==> config.mk <==
export PLATFORM = sky130hd
export DESIGN_NAME = imem_loader
export DESIGN_NICKNAME = d
export VERILOG_FILES = /design/src/rtl/imem_loader_pkg.sv /design/src/rtl/imem_word_assembler.sv /design/src/rtl/imem_loader.sv
export SDC_FILE = /design/constraint.sdc
export NUM_CORES = 1
export LEC_CHECK = 0
export ABC_AREA = 1
export BUFFER_PORTS_ARGS = -buffer_cell sky130_fd_sc_hd__buf_2
export CAP_MARGIN = 20
export CORE_ASPECT_RATIO = 1.1
export CORE_MARGIN = 2
export CORE_UTILIZATION = 50
export DETAILED_ROUTE_END_ITERATION = 10
export GPL_TIMING_DRIVEN = 0
export PLACE_DENSITY = 0.75
export SLEW_MARGIN = 5
export SYNTH_ARGS = -nofsm -noshare
export SYNTH_HDL_FRONTEND = slang
export SYNTH_SLANG_ARGS = --single-unit
==> constraint.sdc <==
create_clock -name clk -period 2.1 [get_ports clk]
set_input_delay 0.315 -clock clk [delete_from_list [all_inputs] [get_ports clk]]
set_output_delay 0.315 -clock clk [all_outputs]
set_load 0.01 [all_outputs]
==> src/rtl/imem_loader_pkg.sv <==
// Shared types, defaults and small helpers for the instruction-memory boot loader.
package imem_loader_pkg;

  typedef enum logic [2:0] {
    IDLE  = 3'd0,
    HDR0  = 3'd1,
    HDR1  = 3'd2,
    DATA  = 3'd3,
    WRITE = 3'd4,
    CHK   = 3'd5,
    ERR   = 3'd6
  } state_t;

  localparam int DEFAULT_ADDR_W    = 10;
  localparam int DEFAULT_MAX_WORDS = 1024;
  localparam int HDR_BYTES         = 2;
  localparam int COUNT_W           = 11;

  // A header word count is usable only when non-zero and within the memory.
  function automatic logic count_ok(input logic [COUNT_W-1:0] n,
                                    input int unsigned        max_words);
    return (n != {COUNT_W{1'b0}}) && ({21'd0, n} <= max_words);
  endfunction

  function automatic logic [7:0] xsum_step(input logic [7:0] acc,
                                           input logic [7:0] data_byte);
    return acc ^ data_byte;
  endfunction

endpackage

==> src/rtl/imem_word_assembler.sv <==
// Packs accepted payload bytes little-endian into a 32-bit word and keeps
// a running XOR of every payload byte.
module imem_word_assembler
  import imem_loader_pkg::*;
(
  input  logic        clk,
  input  logic        rst_n,
  input  logic        clear,
  input  logic        byte_en,
  input  logic [7:0]  data_byte,
  output logic [31:0] word,
  output logic        word_full,
  output logic [7:0]  xsum
);

  logic [1:0]  idx_r;
  logic [31:0] word_r;
  logic [7:0]  xsum_r;

  // Byte lane index and checksum; a restart drops any partial word.
  always_ff @(posedge clk or negedge rst_n) begin
    if (!rst_n) begin
      idx_r  <= 2'd0;
      xsum_r <= 8'd0;
    end else if (clear) begin
      idx_r  <= 2'd0;
      xsum_r <= 8'd0;
    end else if (byte_en) begin
      idx_r  <= idx_r + 2'd1;
      xsum_r <= xsum_step(xsum_r, data_byte);
    end
  end

  // Lane data; holds its last value so the write data stays stable between words.
  always_ff @(posedge clk or negedge rst_n) begin
    if (!rst_n) begin
      word_r <= 32'd0;
    end else if (byte_en && !clear) begin
      word_r[8*idx_r +: 8] <= data_byte;
    end
  end

  assign word      = word_r;
  assign xsum      = xsum_r;
  assign word_full = byte_en && (idx_r == 2'd3);

endmodule

==> src/rtl/imem_loader.sv <==
// Boot loader: receives a framed byte stream, writes it to instruction memory,
// verifies the checksum and holds the core until a load has passed.
module imem_loader
  import imem_loader_pkg::*;
#(
  parameter int                ADDR_W    = DEFAULT_ADDR_W,
  parameter logic [ADDR_W-1:0] BASE_ADDR = {ADDR_W{1'b0}},
  parameter int                MAX_WORDS = DEFAULT_MAX_WORDS
) (
  input  logic               clk,
  input  logic               rst_n,
  input  logic               load_start,
  input  logic               rx_valid,
  input  logic [7:0]         rx_data,
  output logic               rx_ready,
  input  logic [ADDR_W-1:0]  pc_addr,
  output logic [ADDR_W-1:0]  mem_addr,
  output logic               mem_we,
  output logic [31:0]        mem_wd,
  output logic               cpu_hold,
  output logic               busy,
  output logic               load_ok,
  output logic               load_err,
  output logic [COUNT_W-1:0] words_written
);

  state_t              state_r, state_nx_s;
  logic [7:0]          nlo_r;
  logic [COUNT_W-1:0]  n_r;
  logic [COUNT_W-1:0]  word_idx_r;
  logic [ADDR_W-1:0]   ld_addr_r;

  logic rx_ready_r, mem_we_r, busy_r, load_ok_r, load_err_r, cpu_hold_r;
  logic rx_ready_nx_s, mem_we_nx_s, busy_nx_s, load_ok_nx_s, load_err_nx_s, cpu_hold_nx_s;

  logic [31:0]        word_s;
  logic               word_full_s;
  logic [7:0]         xsum_s;
  logic               xfer_s;
  logic [COUNT_W-1:0] hdr_n_s;
  logic               last_word_s;

  // A restart always wins over a byte offered in the same cycle.
  assign xfer_s      = rx_valid && rx_ready_r && !load_start;
  assign hdr_n_s     = {rx_data[2:0], nlo_r};
  assign last_word_s = ((word_idx_r + 11'd1) == n_r);

  imem_word_assembler u_asm (
    .clk       (clk),
    .rst_n     (rst_n),
    .clear     (load_start),
    .byte_en   (xfer_s && (state_r == DATA)),
    .data_byte (rx_data),
    .word      (word_s),
    .word_full (word_full_s),
    .xsum      (xsum_s)
  );

  // Controller state register.
  always_ff @(posedge clk or negedge rst_n) begin
    if (!rst_n) begin
      state_r <= IDLE;
    end else begin
      state_r <= state_nx_s;
    end
  end

  // Next-state logic.
  always_comb begin
    state_nx_s = state_r;
    if (load_start) begin
      state_nx_s = HDR0;
    end else begin
      case (state_r)
        IDLE:    state_nx_s = IDLE;
        HDR0:    state_nx_s = xfer_s ? HDR1 : HDR0;
        HDR1: begin
          if (xfer_s) begin
            state_nx_s = count_ok(hdr_n_s, MAX_WORDS) ? DATA : ERR;
          end else begin
            state_nx_s = HDR1;
          end
        end
        DATA:    state_nx_s = (xfer_s && word_full_s) ? WRITE : DATA;
        WRITE:   state_nx_s = last_word_s ? CHK : DATA;
        CHK: begin
          if (xfer_s) begin
            state_nx_s = (rx_data == xsum_s) ? IDLE : ERR;
          end else begin
            state_nx_s = CHK;
          end
        end
        ERR:     state_nx_s = ERR;
        default: state_nx_s = IDLE;
      endcase
    end
  end

  // Next values of the registered outputs, derived from the state being entered.
  always_comb begin
    rx_ready_nx_s = 1'b0;
    mem_we_nx_s   = 1'b0;
    busy_nx_s     = 1'b0;
    case (state_nx_s)
      HDR0, HDR1, DATA, CHK: begin
        rx_ready_nx_s = 1'b1;
        busy_nx_s     = 1'b1;
      end
      WRITE: begin
        mem_we_nx_s = 1'b1;
        busy_nx_s   = 1'b1;
      end
      default: begin
        rx_ready_nx_s = 1'b0;
        mem_we_nx_s   = 1'b0;
        busy_nx_s     = 1'b0;
      end
    endcase

    load_ok_nx_s  = load_ok_r;
    load_err_nx_s = load_err_r;
    cpu_hold_nx_s = cpu_hold_r;
    if (load_start) begin
      load_ok_nx_s  = 1'b0;
      load_err_nx_s = 1'b0;
      cpu_hold_nx_s = 1'b1;
    end else if ((state_nx_s == ERR) && (state_r != ERR)) begin
      load_err_nx_s = 1'b1;
    end else if ((state_r == CHK) && (state_nx_s == IDLE)) begin
      load_ok_nx_s  = 1'b1;
      cpu_hold_nx_s = 1'b0;
    end else begin
      load_ok_nx_s  = load_ok_r;
      load_err_nx_s = load_err_r;
      cpu_hold_nx_s = cpu_hold_r;
    end
  end

  // Registered handshake, write strobe and status flags.
  always_ff @(posedge clk or negedge rst_n) begin
    if (!rst_n) begin
      rx_ready_r <= 1'b0;
      mem_we_r   <= 1'b0;
      busy_r     <= 1'b0;
      load_ok_r  <= 1'b0;
      load_err_r <= 1'b0;
      cpu_hold_r <= 1'b1;
    end else begin
      rx_ready_r <= rx_ready_nx_s;
      mem_we_r   <= mem_we_nx_s;
      busy_r     <= busy_nx_s;
      load_ok_r  <= load_ok_nx_s;
      load_err_r <= load_err_nx_s;
      cpu_hold_r <= cpu_hold_nx_s;
    end
  end

  // Header capture, word index and loader address (wraps modulo the memory size).
  always_ff @(posedge clk or negedge rst_n) begin
    if (!rst_n) begin
      nlo_r      <= 8'd0;
      n_r        <= {COUNT_W{1'b0}};
      word_idx_r <= {COUNT_W{1'b0}};
      ld_addr_r  <= BASE_ADDR;
    end else if (load_start) begin
      word_idx_r <= {COUNT_W{1'b0}};
      ld_addr_r  <= BASE_ADDR;
    end else begin
      if ((state_r == HDR0) && xfer_s) begin
        nlo_r <= rx_data;
      end
      if ((state_r == HDR1) && xfer_s) begin
        n_r <= hdr_n_s;
      end
      if (state_r == WRITE) begin
        word_idx_r <= word_idx_r + 11'd1;
        ld_addr_r  <= ld_addr_r + {{(ADDR_W-1){1'b0}}, 1'b1};
      end
    end
  end

  assign rx_ready      = rx_ready_r;
  assign mem_we        = mem_we_r;
  assign mem_wd        = word_s;
  assign busy          = busy_r;
  assign load_ok       = load_ok_r;
  assign load_err      = load_err_r;
  assign cpu_hold      = cpu_hold_r;
  assign words_written = word_idx_r;
  assign mem_addr      = busy_r ? ld_addr_r : pc_addr;

endmodule

### After elaboration in Yosys (flattened, before gate mapping)

Index checks and enable logic that the tools add are counted.

* add/sub/neg operators: 4
* magnitude comparators: 1
* eq/ne operators: 17
* shift operators: 2
* mux-type cells: 30
* bitwise operators: 2
* reduce and logical (&&, ||, !) cells: 23

Operators with widths (count)
* 5-bit negation with 34-bit output: 1
* 8-bit by 34-bit variable shift with 32-bit output, first input constant: 1
* 8-bit by 34-bit indexed part select with 32-bit output: 1
* 32-bit bitwise mux: 1
* 10-bit 2-to-1 mux: 3
* 11-bit 2-to-1 mux: 2
* 3-bit 2-to-1 mux: 7
* 3-bit equality test, second input constant: 6
* 3-bit case mux with 6 select lines: 1
* 8-bit 2-to-1 mux: 2
* 3-bit by 2-bit equality test with 1-bit output, second input constant: 4
* 11-bit by 1-bit adder with 11-bit output, second input constant: 1
* 11-bit equality test: 1
* 11-bit <= comparator, second input constant: 1
* 1-bit logical AND: 11
* 1-bit 2-to-1 mux: 11
* 11-bit nonzero test: 1
* 10-bit by 1-bit adder with 10-bit output, second input constant: 1
* 8-bit equality test: 1
* 2-bit nonzero test: 4
* 8-bit bitwise XOR: 1
* 3-bit by 1-bit equality test with 1-bit output, second input constant: 2
* 2-bit 2-to-1 mux: 3
* 2-bit AND reduction: 3
* other kinds (9): 9

* bits in registers: 91
* output and inout bits: 59
* word-level logic and storage cells: 93

### Longest topological paths before layout

* depth after elaboration: 13
* mapped depth: 17
* depth with buffers taken out: 17

### Hierarchy

A second synthesis with hierarchy kept.

* cells, all modules: 617
* area, all modules: 4767.1 um^2

By module, submodules not included
* imem_loader: instances 1, cells each 382, area each 2788.9 um^2, sequential area each 1227.4 um^2
* imem_word_assembler: instances 1, cells each 235, area each 1978.1 um^2, sequential area each 1051.0 um^2

### Worst setup path after synthesis

Ideal clock, no wire load.

* kind: register to register
* start point: register u_asm.idx_r[0]
* end point: register u_asm.word_r[0], in the netlist u_asm.word[0]
* setup time: 0.066 ns
* arrival time: 1.924 ns
* slack: 0.109 ns
* cell stages (with the launch flop): 7
* buffers on the path: 1
* period minus slack after synthesis: 1.991 ns
* cells stage by stage: dfrtp_1 -> clkinv_1 -> ha_1 -> clkbuf_1 -> nor3_1 -> nand3_1 -> nand2_1

* word-level cells in the longest chain between the ends: 3
* elaborated cells between the ends (all ways): 4
* those cells by class: 1 x add/sub; 2 x shift; 1 x mux

Ends and longest elaborated chain
* start: declaration: RTL line imem_word_assembler.sv:16 `logic [1:0] idx_r;`
* start signal: assignment: RTL line imem_word_assembler.sv:29 `idx_r <= idx_r + 2'd1;`
* 5-bit negation with 34-bit output (*): RTL line imem_word_assembler.sv:39 `word_r[8*idx_r +: 8] <= data_byte;`
* 8-bit by 34-bit indexed part select with 32-bit output or 8-bit by 34-bit variable shift with 32-bit output (tied branches): RTL line imem_word_assembler.sv:39
* 32-bit bitwise mux (*): RTL line imem_word_assembler.sv:39
* end signal: indexed assignment: RTL line imem_word_assembler.sv:39
* end: declaration: RTL line imem_word_assembler.sv:17 `logic [31:0] word_r;`

Mark *: on every way between the ends. The rest lies on a longest branch, timed or not.
A chain may end at the register's enable or synchronous reset.

### Worst setup path after layout

* start point: register word_idx_r[0], in the netlist words_written[0]
* end point: register cpu_hold_r, in the netlist cpu_hold

* word-level cells in the longest chain between the ends: 9
* elaborated cells between the ends (all ways): 12
* those cells by class: 1 x add/sub; 3 x eq/ne; 3 x mux; 5 x reduce/logical

Ends and longest elaborated chain
* start: declaration: RTL line imem_loader.sv:30 `logic [COUNT_W-1:0] word_idx_r;`
* start signal: assignment: RTL line imem_loader.sv:163 `word_idx_r <= {COUNT_W{1'b0}};`
* start signal: assignment: RTL line imem_loader.sv:166 `word_idx_r <= {COUNT_W{1'b0}};`
* start signal: assignment: RTL line imem_loader.sv:176 `word_idx_r <= word_idx_r + 11'd1;`
* 11-bit by 1-bit adder with 11-bit output (*): RTL line imem_loader.sv:46 `assign last_word_s = ((word_idx_r + 11'd1) == n_r);`
* 11-bit equality test (*): RTL line imem_loader.sv:46
* 3-bit 2-to-1 mux (*): RTL line imem_loader.sv:85 `WRITE: state_nx_s = last_word_s ? CHK : DATA;`
* 3-bit case mux with 6 select lines (*): RTL line imem_loader.sv:74 `case (state_r)`
* 3-bit 2-to-1 mux (*): RTL line imem_loader.sv:71 `if (load_start) begin`
* 3-bit equality test or 3-bit logical NOT (tied branches): RTL line imem_loader.sv:127, imem_loader.sv:129
* 1-bit logical AND, on equally long branches: RTL line imem_loader.sv:127, imem_loader.sv:129
* 2-bit != test (no source line) or 2-bit nonzero test (tied branches)
* 2-bit AND reduction (no source line) (*)
* end signal: assignment: RTL line imem_loader.sv:154 `cpu_hold_r <= cpu_hold_nx_s;`
* end: declaration: RTL line imem_loader.sv:33 `logic rx_ready_r, mem_we_r, busy_r, load_ok_r, load_err_r, cpu_hold_r;`

Marked as above.

==> metrics.cfg <==
[status]
status = finished clean

[global_route]
grt_pass1_wl_um = 18150
grt_start_max_net_pins = 57
grt_pass1_vias = 4056
grt_antenna_before_repair = 0
use_met2_pct = 37.60
met1_usage_pct = 29.31
grt_busiest_layer = met2
gr-usage-all-layers_pct = 22.75
overflow = 0
grtUsageMet3_pct = 3.288

[final_layout]
area_delta_synth_final_pct = 19.29
drive_above_1_share_pct = 20.43
layoutNonFillerInstCount = 807
final_util_pct = 60.64
antennaDiodeCount = 0
finalNetCount = 714
stdcell_area_sq_um = 5587

[synth]
yosys.cell_types.count = 38
synthXorXnorAreaFrac_pct = 1.496
syn-num-nets = 617
synth-edff-count = 0
synth-main-ff-cell = dfrtp_1
synthArstFlopShare_pct = 100.0
ys_seq_area_share_pct = 48.65
synth.avg_cell_area_sq_um = 7.965
synth_top_family_by_area = simple AND/OR/NAND/NOR gates
synthCells = 588
synthMuxAreaShare_pct = 0.2404
synth-compound-area-share_pct = 12.40
syn_area_sq_um = 4683
synth_fa_ha_area_share_pct = 1.870
yosys.area_share.simple_pct = 27.71
ys_ff_latch = 91
synth_warnings = 0

[power_and_ir_drop]
internal_power_mw = 3.098
p_per_area_nw_per_um2 = 804.0
switching_power_mw = 1.393
switching_share_pct = 31.02
p_comb_share_pct = 21.8
ir_drop_v = 0.0004424
p_leak_nw = 2.871
p_seq_share_pct = 47.5
pwr-share-clk_pct = 30.7

[sta]
worst_pin_slew_ps = 486.8
slew_headroom_pct = 67.55
fmax_mhz = 489.7
hold_viol_final = 0
slew_violations = 0
setup_viol = 0
fin_crit_ps = 2042
rsz0062_at_grt = true
finalClockSkew_ps = 7.049
period_share_pct = 97.24
timing.hold.ws_ps = 163.9
fin_ws_ps = 57.95

[min_path]
hold_path.class = input pin to flop
min_path_cells = 2

[clocking]
clock_path_buffers = 2
path_clk_slew_ps = 90
cts_buffers = 9
cts_tree = yes
cts.htree.levels = 3
cts_sinks = 91
cts-root-buf = clkbuf_8
clk_latency_ps = 360

[detailed_routing]
final_antenna_net_count = 0
drcViolationCount = 0
wl_per_cell_um = 13.61
drt_iter0_markers = 186
vias = 4314
via_per_inst = 5.346
first_pass_iters = 4
routed_wl_um = 10990

[placement]
dp_slack_ps = -282.5
placed_cell_area_sq_um = 5255
io_buffers = 79
placed_cells_incl_taps = 785
place_congestion = 0.8685
dp_hpwl_um = 8050

[worst_setup_path]
worstPathRequired_ps = 2410
worstSetupPathType = flop to flop
r2r_cells = 15
end_kind = flop
cp.arrival_ps = 2350
cp-start-kind = flop
path_max_fanout = 4

[die]
fp-row-count = 37
die_h_um = 105.5
ios = 81
die_x_um = 96.28
core_area_sq_um = 9213
start_util_pct = 50.84
die_area_sq_um = 10160

[run]
maxCapViolCount = 0

## final timing paths
kind | from | endpoint | slack [ps]
worst max-delay path | words_written[0] | cpu_hold | 60
worst min-delay path | load_start | load_err | 160
worst max register to register | words_written[0] | cpu_hold | 60
worst min register to register | ld_addr_r[2] | ld_addr_r[2] | 470
max in group asynchronous | rst_n | u_asm.idx_r[0] | 1010
min in group asynchronous | rst_n | words_written[4] | 440
## state kept, by name, indices dropped and copies added, names as in the netlist, 2 cells and up
register / cells
u_asm.word: 32
n_r: 11
words_written: 11
ld_addr_r: 10
nlo_r: 8
u_asm.xsum: 8
state_r: 3
u_asm.idx_r: 2
## cells by family (layout without fill, tap and decap cells)
| group | Yosys count | count (layout) |
|---|---|---|
| compound gates | 108 | 108 |
| simple gates | 282 | 282 |
| mux | 1 | 1 |
| buf+inv | 91 | 193 |
| flops | 91 | 91 |
| xor+xnor | 8 | 8 |
| fa+ha+maj | 7 | 7 |
## metrics by stage
| step | setup TNS [ps] | power, mW |
|---|---|---|
| 6_report | 0 | 4.492 |
| 5_1_grt | -407.3 | 4.757 |
| 4_1_cts | 0 | 4.518 |
| 3_5_place_dp | -2171 | 3.140 |
| 3_3_place_gp | -12880 | 3.093 |
| 2_1_floorplan | 0 | 2.771 |
## area by class of cell
class,instances,area (sq um)
clock inverter,5,82.58
timing repair buffer,87,480.5
inverter,75,284.0
tap,117,146.4
buffer,15,72.57
sequential,91,2282
multi-input combinational,406,2087
clock buffer,11,151.4
fill,826,3626
## power by group through the flow
stage	clock [mW]	sequential, mW	combinational (mW)
2_1_floorplan	0	2.17	0.604
3_3_place_gp	0	2.15	0.947
3_5_place_dp	0	2.16	0.983
4_1_cts	1.40	2.13	0.986
5_1_grt	1.47	2.16	1.13
6_report	1.38	2.13	0.979
## critical path, stage by stage, from the launching register on
cell and delay (ps):
dfrtp_2 450, ha_4 280, inv_2 30, nand2_1 40, nand2_1 40, nor2_1 100, nand3_1 90, nor2_2 140
nand4_1 110, nor2_1 130, nand4_1 130, nand2_2 140, nand2_2 80, nand3_2 90, nand3_2 60, nand2_1 70
## layout by cell type, fill, tap and decap left out, types with 6 or more instances in the layout
cell type  Yosys  routed
nand2_2        6       7
a21oi_1       17      16
dfrtp_1       90      87
clkbuf_8       0      11
nor3_1        12      10
nand3_1       49      48
buf_2          0      78
ha_1           7       6
nand4_1       14      14
nor2_1        40      40
o21ai_0       73      73
nand3b_1       6       6
inv_1         71      70
o22ai_1        6       6
buf_4          0       7
nand2_1      137     136
nor2_2         6       6
clkbuf_1      14      12
## per-layer routing
layer | vias to the layer above | wire length, um
met5 | - | 0
met3 | 20 | 630
met1 | 2033 | 4766
met4 | 0 | 260
li1 | 2132 | -
met2 | 129 | 5328
## timing repair
| action | in CTS | in global routing |
|---|---|---|
| cloned | 0 | 0 |
| buffers inserted | 0 | 6 |
| endpoints found under the hold margin | 34 | 0 |
| endpoints found under the setup margin | 16 | 27 |
| gates resized for setup | 6 | 9 |
| hold buffers | 1 | 0 |
| pin swaps | 0 | 15 |
## Yosys cell counts (all sizes together) (2+ instances only)
cell / n / area share (%)
nand2: 143 / 12
dfrtp: 90 / 48
o21ai: 75 / 8.0
inv: 71 / 5.7
nand3: 52 / 6.0
nor2: 48 / 4.5
a21oi: 19 / 2.4
nand4: 15 / 2.1
clkbuf: 14 / 1.1
nor3: 13 / 1.6
ha: 7 / 1.9
nand3b: 6 / 0.96
o22ai: 6 / 0.80
clkinv: 4 / 0.35
nor4: 4 / 0.53
xnor2: 4 / 0.75
xor2: 4 / 0.75
a211oi: 2 / 0.32
a31oi: 2 / 0.27
buf: 2 / 0.48
Power figures use the tool's default switching activity.
